`src/rtl/ddr_axi_master.sv`:
```
// Cache line bridge onto a 128-bit AXI4 master: one single-beat write-back and one refill at a time.
// Optional macro DDR_WR_BEFORE_RD_EN holds refill address issue until any write-back has its response.
module ddr_axi_master (
   input  logic          clk,
   input  logic          rst,
   input  logic [127:0]  wr_data,
   input  logic [26:0]   wr_addr,
   input  logic          wr_valid,
   output logic          wr_ready,
   input  logic [26:0]   rd_addr,
   input  logic          rd_avalid,
   output logic          rd_aready,
   output logic [127:0]  rd_data,
   output logic          rd_valid,
   input  logic          rd_dready,
   output logic [26:0]   M_AXI_AWADDR,
   output logic [7:0]    M_AXI_AWLEN,
   output logic [2:0]    M_AXI_AWSIZE,
   output logic [1:0]    M_AXI_AWBURST,
   output logic          M_AXI_AWLOCK,
   output logic [3:0]    M_AXI_AWCACHE,
   output logic [2:0]    M_AXI_AWPROT,
   output logic [3:0]    M_AXI_AWQOS,
   output logic          M_AXI_AWVALID,
   input  logic          M_AXI_AWREADY,
   output logic [127:0]  M_AXI_WDATA,
   output logic [15:0]   M_AXI_WSTRB,
   output logic          M_AXI_WLAST,
   output logic          M_AXI_WVALID,
   input  logic          M_AXI_WREADY,
   input  logic [1:0]    M_AXI_BRESP,
   input  logic          M_AXI_BVALID,
   output logic          M_AXI_BREADY,
   output logic [26:0]   M_AXI_ARADDR,
   output logic [7:0]    M_AXI_ARLEN,
   output logic [2:0]    M_AXI_ARSIZE,
   output logic [1:0]    M_AXI_ARBURST,
   output logic [1:0]    M_AXI_ARLOCK,
   output logic [3:0]    M_AXI_ARCACHE,
   output logic [2:0]    M_AXI_ARPROT,
   output logic [3:0]    M_AXI_ARQOS,
   output logic          M_AXI_ARVALID,
   input  logic          M_AXI_ARREADY,
   input  logic [127:0]  M_AXI_RDATA,
   input  logic [1:0]    M_AXI_RRESP,
   input  logic          M_AXI_RLAST,
   input  logic          M_AXI_RVALID,
   output logic          M_AXI_RREADY
);

   typedef enum logic [1:0] {W_IDLE, W_SEND, W_RESP} w_state_t;
   typedef enum logic [1:0] {R_IDLE, R_ADDR, R_DATA, R_HOLD} r_state_t;

   w_state_t w_state, w_next;
   r_state_t r_state, r_next;
   logic     aw_done, w_done;
   logic     ar_go;
   logic     unused_inputs;

   // Every transfer is one full 16-byte beat, so the burst attributes never change.
   assign M_AXI_AWLEN   = 8'd0;
   assign M_AXI_AWSIZE  = 3'b100;
   assign M_AXI_AWBURST = 2'b01;
   assign M_AXI_AWLOCK  = 1'b0;
   assign M_AXI_AWCACHE = 4'b0011;
   assign M_AXI_AWPROT  = 3'd0;
   assign M_AXI_AWQOS   = 4'd0;
   assign M_AXI_WSTRB   = 16'hFFFF;
   assign M_AXI_WLAST   = M_AXI_WVALID;
   assign M_AXI_ARLEN   = 8'd0;
   assign M_AXI_ARSIZE  = 3'b100;
   assign M_AXI_ARBURST = 2'b01;
   assign M_AXI_ARLOCK  = 2'd0;
   assign M_AXI_ARCACHE = 4'b0011;
   assign M_AXI_ARPROT  = 3'd0;
   assign M_AXI_ARQOS   = 4'd0;
   assign unused_inputs = ^{M_AXI_BRESP, M_AXI_RRESP, M_AXI_RLAST};

   always_ff @(posedge clk or posedge rst) begin
      if (rst) begin
         w_state      <= W_IDLE;
         aw_done      <= 1'b0;
         w_done       <= 1'b0;
         M_AXI_AWADDR <= '0;
         M_AXI_WDATA  <= '0;
      end else begin
         w_state <= w_next;
         if (w_state == W_IDLE && wr_valid) begin
            M_AXI_AWADDR <= wr_addr;
            M_AXI_WDATA  <= wr_data;
            aw_done      <= 1'b0;
            w_done       <= 1'b0;
         end
         if (M_AXI_AWVALID && M_AXI_AWREADY) aw_done <= 1'b1;
         if (M_AXI_WVALID && M_AXI_WREADY)   w_done  <= 1'b1;
      end
   end

   // AW and W complete independently; the response is awaited only once both have handshaken.
   always_comb begin
      w_next        = w_state;
      wr_ready      = 1'b0;
      M_AXI_AWVALID = 1'b0;
      M_AXI_WVALID  = 1'b0;
      M_AXI_BREADY  = 1'b0;
      case (w_state)
         W_IDLE: begin
            wr_ready = 1'b1;
            if (wr_valid) w_next = W_SEND;
         end
         W_SEND: begin
            M_AXI_AWVALID = !aw_done;
            M_AXI_WVALID  = !w_done;
            if ((aw_done || M_AXI_AWREADY) && (w_done || M_AXI_WREADY)) w_next = W_RESP;
         end
         W_RESP: begin
            M_AXI_BREADY = 1'b1;
            if (M_AXI_BVALID) w_next = W_IDLE;
         end
         default: w_next = W_IDLE;
      endcase
   end

   always_ff @(posedge clk or posedge rst) begin
      if (rst) begin
         r_state      <= R_IDLE;
         M_AXI_ARADDR <= '0;
         rd_data      <= '0;
      end else begin
         r_state <= r_next;
         if (r_state == R_IDLE && rd_avalid) M_AXI_ARADDR <= rd_addr;
         if (r_state == R_DATA && M_AXI_RVALID) rd_data <= M_AXI_RDATA;
      end
   end

   always_comb begin
      r_next        = r_state;
      rd_aready     = 1'b0;
      rd_valid      = 1'b0;
      M_AXI_ARVALID = 1'b0;
      M_AXI_RREADY  = 1'b0;
      ar_go         = 1'b0;
      case (r_state)
         R_IDLE: begin
            rd_aready = 1'b1;
            if (rd_avalid) r_next = R_ADDR;
         end
         R_ADDR: begin
`ifdef DDR_WR_BEFORE_RD_EN
            ar_go = (w_state == W_IDLE);
`else
            ar_go = 1'b1;
`endif
            M_AXI_ARVALID = ar_go;
            if (ar_go && M_AXI_ARREADY) r_next = R_DATA;
         end
         R_DATA: begin
            M_AXI_RREADY = 1'b1;
            if (M_AXI_RVALID) r_next = R_HOLD;
         end
         R_HOLD: begin
            rd_valid = 1'b1;
            if (rd_dready) r_next = R_IDLE;
         end
         default: r_next = R_IDLE;
      endcase
   end

endmodule

```
`config.mk`:
```
export PLATFORM = sky130hd
export DESIGN_NAME = ddr_axi_master
export DESIGN_NICKNAME = d
export VERILOG_FILES = /design/src/rtl/ddr_axi_master.sv
export SDC_FILE = /design/constraint.sdc
export NUM_CORES = 1
export LEC_CHECK = 0
export CORE_AREA = 5 5 274 276
export DETAILED_ROUTE_END_ITERATION = 10
export DIE_AREA = 0 0 279 281
export PLACE_DENSITY = 0.4
export SLEW_MARGIN = 20
export SYNTH_ARGS = -nofsm -noshare
export SYNTH_HDL_FRONTEND = slang
export SYNTH_SLANG_ARGS = --single-unit
export TNS_END_PERCENT = 5
```
`constraint.sdc`:
```
create_clock -name clk -period 22.2 [get_ports clk]
set_input_delay 5.55 -clock clk [delete_from_list [all_inputs] [get_ports clk]]
set_output_delay 5.55 -clock clk [all_outputs]
set_load 0.01 [all_outputs]
```
# Yosys cells after proc, flatten, opt, wreduce, memory -nomap -nowiden
# Index checks and enable logic that the tools add are counted.
totals:
  word_cells: 56
  regBits: 316
  out_inout_bits: 386
  input_bits: 325
classes:
  reduce_logical: 16
  eq_ne: 12
  muxes: 20
ops:
  columns: ["cell", "n"]
  rows:
  - ["2-bit two-way mux", 7]
  - ["2-bit inequality test (second input constant)", 7]
  - ["1-bit two-way mux", 11]
  - ["2-bit case mux with 4 select lines", 1]
  - ["2-bit == test (second input constant)", 3]
  - ["1-bit logical AND", 6]
  - ["2-bit case mux with 3 select lines", 1]
  - ["2-bit by 1-bit == test with 1-bit output (second input constant)", 2]
  - ["2-bit zero test", 2]
  - ["4-bit AND reduction", 1]
  - ["2-bit nonzero test", 2]
  - ["3-bit AND reduction", 1]
  - ["1-bit zero test", 2]
  - ["1-bit logical OR", 2]

# Logic depth before layout (Yosys ltp)
# Gate-level depths: netlist of run 1.
depth:
  word_depth: 4
  depth_mapped: 6
  mapped_depth_nobuf: 5

# Least setup slack after synthesis of run 1
# No wires, ideal clock.
synth_path:
  path_type: "register -> output"
  from: "reg w_state[1]"
  to: "out M_AXI_WVALID"
  arrival_ps: 1036
  path_slack_ps: 15614
  stages_incl_launch_ff: 4
  path_buffers: 1
  required_ps: 16650
  path_cell_list: "dfrtp_1 or2b_1 nor2_1 buf_4"
synth_between:
  elab_chain_len: 2
synth_lines:
  columns: ["element", "line_no", "source"]
  rows:
  - ["start: declaration", "54", "w_state_t w_state, w_next;"]
  - ["start signal: assignment", "87", "w_state <= w_next;"]
  - ["2-bit by 1-bit == test with 1-bit output", "106", "case (w_state)"]
  - ["1-bit two-way mux", "106", null]
  - ["end: declaration", "29", "output logic M_AXI_WVALID,"]
# Every way passes these cells.

# Worst setup path in the final report of run 1
layout_path:
  from: "in wr_valid"
  to: "reg M_AXI_AWADDR[26]"
layout_between:
  elab_chain_len: 1
layout_lines:
  columns: ["element", "line_no", "source"]
  rows:
  - ["start: declaration", "8", "input logic wr_valid,"]
  - ["1-bit logical AND", "88", "if (w_state == W_IDLE && wr_valid) begin"]
  - ["end signal: assignment", "89", "M_AXI_AWADDR <= wr_addr;"]
  - ["end: declaration", "16", "output logic [26:0] M_AXI_AWADDR,"]
# Every way passes these cells.
# A chain may end at the register's enable or synchronous reset.

==> flow_summary.ini, run 1 <==
[timing]
tns_ns = 0
setup_violations = 0
worst_pin_slew_ns = 1.10
finClkSkew_ns = 0.0131
fin_crit_sh_pct = 34.5
rsz0062_at_grt = false
slew_viol_final = 0
period_minus_slack_ns = 7.67
slew_headroom_pct = 26.8
max_freq_mhz = 130
hold_viol_final = 0

[global_route]
grt.total_usage_pct = 10.8
antenna_found_initial = 2
grt-ovfl-total = 0
grt_pass1_wl_um = 64300
grt_start_max_net_pins = 129
grt_pass1_vias = 9353

[drt]
wirelength_um = 44900
drtIter0Drc = 191
viasPerCell = 3.48
drc = 0
wl_per_cell_um = 18.7
vias = 8345
dr.pass1.iters = 4
ant_nets = 0

[finish]
fin_cells = 2399
layout_commonest_cell = clkdlybuf4s50_1
drive_above_1_share_pct = 26.3
fillers = 7299
final_cell_mix = 638 x clkdlybuf4s50_1, 316 x dfrtp_1, 160 x mux2_2
fin_nets = 1742
syn2layout_area_growth_pct = 63.9
multi_input_area_sq_um = 4540
register_area_sq_um = 7910

[clock_tree]
cts_made_buffers = 41
clock_tree.htree_level_count = 2
cts_tree = done
clock-root-buffer = clkbuf_16
cts_buffer_depth = 3
clk_latency_ns = 0.54
post_cts_buffers = 0
cts-hold-fix-buffers = 0
clkSinkCount = 316
path_clk_slew_ns = 0.05
cts_resized = 0

[logic_synthesis]
ys_seq_area_share_pct = 60.2
yosysTopAreaCell = dfrtp_1
netlist.area_leader.share_pct = 60.2
yosysUniqueCellTypes = 24
syn_inst = 761
syn_avg_cell_area_sq_um = 17.3
yosys_warnings = 0
synth-seq-cells = 316
netlist_area_sq_um = 13100
synth.area.top_cells = dfrtp_1 60%, mux2_4 17%, mux2_2 14%, buf_4 3.9%, buf_12 2.4%

[power_and_ir_drop]
swShare_pct = 29.9
intPower_uw = 2230
clkPwrFrac_pct = 21.6
power.leakage_uw = 0.00910
p_switching_uw = 951
peakVddDrop_mv = 0.0858
p_comb_share_pct = 45.8
seqPwrFrac_pct = 32.5
powerDensity_nw_per_um2 = 148

[floorplan]
die-area_sq_um = 78400
core_area_sq_um = 72300
die_h_um = 281
initial_core_util_pct = 18.2
die_w_um = 279
io_pins = 711
placementRows = 99

[setup_path]
criticalPathCategory = input pin to flip-flop
crit_path_end_kind = flip-flop
arrival_ns = 8.09
crit_fanout = 107
critPathLaunchType = input pin
required_ns = 22.63

[placed_design]
routabilityCongestion = 0.752
place_hpwl_um = 33200
portBuffers = 638
place_inst = 2327

[min_path]
min_path_type = flip-flop to flip-flop

[job]
maxCapViolCount = 0

[status]
status = complete, no violations
-- state kept, by name (all words and copies together), names as in the netlist --
name and count:
M_AXI_ARADDR 27, M_AXI_AWADDR 27, M_AXI_WDATA 128, aw_done 1
r_state 2, rd_data 128, w_done 1, w_state 2
-- path summary, 6_finish.rpt --
kind                                  start          endpoint  slack (ns)  depth (start not counted)
max                                wr_valid  M_AXI_AWADDR[26]       14.53                          4
min                        M_AXI_ARADDR[11]  M_AXI_ARADDR[11]        0.50                          1
max reg2reg                      w_state[0]  M_AXI_AWADDR[26]       19.43                          4
min reg2reg                M_AXI_ARADDR[11]  M_AXI_ARADDR[11]        0.50                          1
max in group asynchronous               rst   M_AXI_WDATA[67]       15.11                          4
min in group asynchronous               rst       rd_data[44]        5.40                          2
-- metrics by stage --
stage | setup slack (ns) | area [sq um] | hold WS, ns | power, uW | utilization, %
after detailed placement | 14.02 | 20100 | 0.492 | 2530 | 27.8
after global routing | 14.42 | 21500 | 0.508 | 3360 | 29.8
after floorplan | 7.91 | 13400 | 0.497 | 1740 | -
final | 14.53 | 21500 | 0.500 | 3180 | 29.8
after global placement | 13.98 | 20100 | 0.487 | 2530 | 27.8
after CTS | 14.44 | 21500 | 0.504 | 3260 | 29.7
-- power groups by stage --
stage | logic [uW] | registers [uW] | clock network [uW]
after floorplan | 573 | 1160 | 0
after global placement | 1490 | 1040 | 0
after detailed placement | 1490 | 1040 | 0
after CTS | 1490 | 1040 | 722
after global routing | 1550 | 1070 | 741
final | 1460 | 1030 | 689
-- synth_stat cells --
| master | number |
|---|---|
| dfrtp_1 | 316 |
| mux2_2 | 160 |
| mux2_4 | 150 |
| buf_4 | 68 |
| buf_12 | 16 |
| buf_2 | 16 |
| ha_1 | 5 |
| inv_1 | 5 |
| nand2_1 | 4 |
| nor2_1 | 3 |
| a22o_1 | 2 |
| and2b_1 | 2 |
| conb_1 | 2 |
| nor2b_1 | 2 |
| a2111oi_4 | 1 |
| and2_4 | 1 |
| buf_8 | 1 |
| mux2_1 | 1 |
| mux2i_1 | 1 |
| nand2b_1 | 1 |
| nor2_2 | 1 |
| o22ai_1 | 1 |
| o2bb2ai_1 | 1 |
| or2b_1 | 1 |
-- critical path: stages --
cell	delay (ns)
clkdlybuf4s50_1	0.47
and2_4	0.79
buf_12	0.53
mux2_4	0.36
-- per-layer routing --
layer  GRT usage [%]  wire length [um]  vias to the layer above
met5               0                12                        -
met4            2.75               852                        2
met3            5.03              4650                       55
met2            19.5             23600                      380
met1            11.3             15800                     4118
li1                -                 -                     3790
-- kinds of logic (layout without fill, tap and decap cells) --
family | after synthesis | count (layout) | synth area share [%]
flip-flops | 316 | 316 | 60.2
other | 2 | 68 | 0.0572
multiplexers | 312 | 312 | 31.0
AND/OR/NAND/NOR | 15 | 15 | 0.628
AO/OA/AOI/OAI | 5 | 5 | 0.457
adder cells (fa/ha/maj) | 5 | 5 | 0.476
buffers and inverters | 106 | 719 | 7.19
-- final cells by class --
type	instances	area share (%)
sequential	316	36.7
timing repair buffer	644	30.1
multi-input combinational	404	21.1
clock buffer	61	5.59
tap	959	5.57
clock inverter	9	0.808
inverter	5	0.122
antenna	1	0.0116
(Power assumes the default switching activity.)
==> run 2: changes to the inputs <==
- CORE_AREA: 5 5 274 276 -> 5 5 271 273
- DIE_AREA: 0 0 279 281 -> 0 0 276 278
- PLACE_DENSITY: 0.4 -> 0.42
- clock period: 22.2 -> 6.4 ns (I/O delays scaled with it)
==> flow_summary.ini, run 2 (synthesis gave the netlist of run 1 again) <==
[clock_tree]
clock_tree.htree_level_count = 2
cts-hold-fix-buffers = 0
path_clk_slew_ns = 0.06
cts_resized = 0
clock-root-buffer = clkbuf_16
clk_latency_ns = 0.55
cts_made_buffers = 41
cts_tree = done
cts_buffer_depth = 3
clkSinkCount = 316
post_cts_buffers = 0

[drt]
drtIter0Drc = 186
viasPerCell = 3.51
wl_per_cell_um = 18.7
dr.pass1.iters = 4
vias = 8412
wirelength_um = 44900
drc = 0
ant_nets = 0

[timing]
period_minus_slack_ns = 3.65
setup_violations = 0
tns_ns = 0
rsz0062_at_grt = false
hold_viol_final = 0
slew_headroom_pct = 41.7
fin_crit_sh_pct = 57.1
finClkSkew_ns = 0.0141
slew_viol_final = 0
max_freq_mhz = 274
worst_pin_slew_ns = 0.874

[finish]
fin_cells = 2398
layout_commonest_cell = clkdlybuf4s50_1
syn2layout_area_growth_pct = 64.3
reg.largest.list = M_AXI_WDATA x128, rd_data x128
fillers = 7169
register_area_sq_um = 7910
final_cell_mix = 638 x clkdlybuf4s50_1, 316 x dfrtp_1, 160 x mux2_2
fin_nets = 1744
drive_above_1_share_pct = 26.7
multi_input_area_sq_um = 4540

[setup_path]
criticalPathCategory = flip-flop to output pin
max_stage_delay_ns = 0.60
cp-startpoint = w_state[1]
arrival_ns = 2.05
reg2reg_depth = 4
crit_fanout = 4
required_ns = 4.80
cp_top_family = buffers and inverters
reg2reg_slack_ns = 4.04
cp_slowest_cell = clkdlybuf4s50_1
rr_endpoint = M_AXI_AWADDR[11]
cp_num_buf_inv = 1
path_cells = or2b_1 > nor2_1 > clkdlybuf4s50_1
timing.rr.start = w_state[0]
crit_path_end_kind = output pin
critPathLaunchType = flip-flop

[global_route]
grt-ovfl-total = 0
antenna_found_initial = 5
grt_start_max_net_pins = 154
grt_pass1_wl_um = 65800
grt_pass1_vias = 9494
grt.total_usage_pct = 11.2

[floorplan]
die_w_um = 276
die-area_sq_um = 76700
die_h_um = 278
core_area_sq_um = 70900
placementRows = 98
io_pins = 711
initial_core_util_pct = 18.5

[power_and_ir_drop]
powerDensity_nw_per_um2 = 512
peakVddDrop_mv = 0.228
power.leakage_uw = 0.00911

[placed_design]
place_hpwl_um = 33600
place_inst = 2320
routabilityCongestion = 0.754
portBuffers = 638

[min_path]
holdPathEnd = rd_data[126]
hp-start = rd_data[126]
min_path_type = flip-flop to flip-flop
holdPathStages = 1

[job]
maxCapViolCount = 0

[status]
status = complete, no violations
==> run 2: cell count changes in the layout (fill, tap and decap cells not counted) <==
cell / before / now
buf_12: 2 / 5
clkinvlp_4: 0 / 3
diode_2: 1 / 4
buf_6: 1 / 0
bufinv_16: 5 / 4
clkbuf_1: 12 / 11
clkbuf_8: 6 / 7
clkinv_2: 3 / 4
clkinv_4: 0 / 1
inv_8: 1 / 0
==> run 2: metal layers <==
layer	vias to the layer above	GRT usage, %	part of all wire, %
met3	67	5.70	11
li1	3820	-	-
met5	-	0	0.029
met1	4130	11.7	36
met2	393	19.8	51
met4	2	3.10	2.3
==> run 2: worst register-to-register path: stages (launching register included) <==
cell and delay, ns:
dfrtp_1 0.39, nor2_2 0.20, and2_4 0.72, buf_12 0.50
mux2_4 0.44
==> run 2: layout make-up <==
type                            count  share of cell area, %
Clock buffer                       61                   5.62
Tap cell                          950                   5.51
Clock inverter                     12                  0.800
Sequential cell                   316                   36.6
Multi-Input combinational cell    404                   21.0
Inverter                            5                  0.104
Antenna cell                        4                 0.0464
Timing Repair Buffer              646                   30.2
==> run 2: how the worst max path moves through the flow <==
stage | to | slack (ns) | depth (start not counted)
5_1_grt | M_AXI_WVALID | 2.57 | 3
3_3_place_gp | M_AXI_AWADDR[5] | 2.55 | 4
4_1_cts | M_AXI_WVALID | 2.68 | 3
2_1_floorplan | M_AXI_ARADDR[0] | 0.59 | 1
6_report | M_AXI_WVALID | 2.75 | 3
3_5_place_dp | M_AXI_AWADDR[11] | 2.53 | 4
==> run 2: metrics by stage <==
stage	setup WS [ns]	util (%)	area [sq um]	total power, uW	hold slack, ns
4_1_cts	2.68	30.4	21500	11300	0.504
6_report	2.75	30.5	21600	11000	0.501
2_1_floorplan	0.589	-	13400	6030	0.497
3_3_place_gp	2.55	28.4	20200	8770	0.488
5_1_grt	2.57	30.4	21600	11700	0.510
3_5_place_dp	2.53	28.4	20200	8790	0.491
==> run 2: power by group <==
| part | total (uW) | switching [uW] | leakage, uW | internal (uW) |
|---|---|---|---|---|
| logic | 5060 | 1850 | 0.00472 | 3210 |
| registers | 3610 | 573 | 0.00372 | 3030 |
| clock network | 2380 | 914 | 0.000674 | 1470 |
| total | 11000 | 3340 | 0.00911 | 7710 |
==> run 3: changes to the inputs <==
- CORE_AREA: 5 5 271 273 -> 5 5 276 278
- DIE_AREA: 0 0 276 278 -> 0 0 281 283
- PLACE_DENSITY: 0.42 -> 0.39
- clock period: 6.4 -> 3.75 ns (I/O delays scaled with it)
==> flow_summary.ini, run 3 (synthesis gave the netlist of run 1 again) <==
[finish]
reg.largest.list = M_AXI_WDATA x128, rd_data x128
syn2layout_area_growth_pct = 66.7
final_cell_mix = 638 x clkdlybuf4s50_1, 316 x dfrtp_1, 160 x mux2_2
layout_commonest_cell = clkdlybuf4s50_1
postLayoutCellArea_sq_um = 21900
fin_nets = 1766
drive_above_1_share_pct = 28.1
fillers = 7474

[clock_tree]
clock-root-buffer = clkbuf_16
clkSinkCount = 316
clock_tree.htree_level_count = 2
clk_latency_ns = 0.55
post_cts_buffers = 0
path_clk_slew_ns = 0.05
cts_resized = 0
cts_buffer_depth = 3
cts_tree = done
cts-hold-fix-buffers = 0
cts_made_buffers = 42

[timing]
worst_pin_slew_ns = 0.643
max_freq_mhz = 324
rsz0062_at_grt = false
period_minus_slack_ns = 3.09
fin_crit_sh_pct = 82.3
finClkSkew_ns = 0.0161
slew_headroom_pct = 57.2
hold_viol_final = 0
setup_violations = 0
slew_viol_final = 0
tns_ns = 0

[drt]
dr.pass1.iters = 4
viasPerCell = 3.48
vias = 8482
drtIter0Drc = 206
wirelength_um = 44700
wl_per_cell_um = 18.3
ant_nets = 0
drc = 0

[min_path]
hp-start = M_AXI_ARADDR[4]
min_path_type = flip-flop to flip-flop

[setup_path]
required_ns = 2.81
criticalPathCategory = flip-flop to output pin
max_stage_delay_ns = 0.62
crit_fanout = 4
cp-startpoint = w_state[1]
cp_num_buf_inv = 1
timing.rr.start = w_state[0]
arrival_ns = 2.15
critPathLaunchType = flip-flop
crit_path_end_kind = output pin
path_cells = or2b_1 > nor2_1 > clkdlybuf4s50_1
cp_top_family = buffers and inverters
cp_slowest_cell = clkdlybuf4s50_1

[floorplan]
initial_core_util_pct = 17.8
io_pins = 711
die_h_um = 283
die_w_um = 281
placementRows = 100
die-area_sq_um = 79500
core_area_sq_um = 73700

[global_route]
grt_pass1_wl_um = 65500
antenna_found_initial = 5
grt.total_usage_pct = 10.8
grt_pass1_vias = 9694
grt-ovfl-total = 0
grt_start_max_net_pins = 96

[placed_design]
routabilityCongestion = 0.713
place_hpwl_um = 34100
placed_area_sq_um = 20500
portBuffers = 638

[job]
maxCapViolCount = 0

[power_and_ir_drop]
peakVddDrop_mv = 0.380
power.leakage_uw = 0.00929
powerDensity_nw_per_um2 = 865

[status]
status = complete, no violations
[run 3: cell count changes in the layout (fill, tap and decap cells not counted), sizes merged]
cell	previous run	this run
clkinvlp	3	2
diode	4	2
inv	5	4
buf	8	29
bufinv	4	2
clkbuf	61	65
clkinv	5	8
[run 3: final cells by class]
class	count	area (sq um)	area share [%]
sequential	316	7910	36.1
timing repair buffer	667	6790	31.0
multi-input combinational	404	4540	20.7
clock buffer	65	1320	6.03
tap	969	1210	5.53
clock inverter	11	111	0.508
inverter	5	22.5	0.103
antenna	2	5.00	0.0228
[run 3: path summary, 6_finish.rpt]
kind / slack (ns) / endpoint / depth (start not counted)
worst min register to register: 0.50 / M_AXI_ARADDR[4] / 1
worst max-delay path: 0.66 / M_AXI_WVALID / 3
min in group asynchronous: 0.82 / M_AXI_ARADDR[9] / 2
max in group asynchronous: 1.95 / M_AXI_AWADDR[4] / 3
worst max register to register: 1.84 / M_AXI_AWADDR[16] / 4
worst min-delay path: 0.50 / M_AXI_ARADDR[4] / 1
[run 3: worst register-to-register path: stages (launching register included)]
cell and delay [ns]:
dfrtp_1 0.39, nor2_2 0.16, and2_4 0.59, buf_4 0.31, mux2_2 0.35
[run 3: per-stage QoR]
step	hold WS, ns	cells	util (%)	setup slack [ns]	total power [uW]
after global routing	0.507	2439	29.7	0.457	20100
final	0.501	2439	29.7	0.663	19000
after CTS	0.504	2437	29.7	0.512	19400
after global placement	0.486	2361	27.8	0.922	15100
after floorplan	0.497	826	-	-1.40	10300
after detailed placement	0.491	2361	27.8	0.905	15100
[run 3: power by group]
part           switching, uW  leakage [uW]  internal (uW)
clock                   1550      0.000710           2550
combinational           3180       0.00485           5570
sequential               932       0.00372           5180
[run 3: layer usage]
metal  track usage [%]  vias to the layer above  routed length [um]
met5                 0                        -                  11
met3              4.98                       66                4850
met2              19.1                      393               22700
met4              2.93                        2                1090
met1              11.5                     4168               16000
li1                  -                     3853                   -
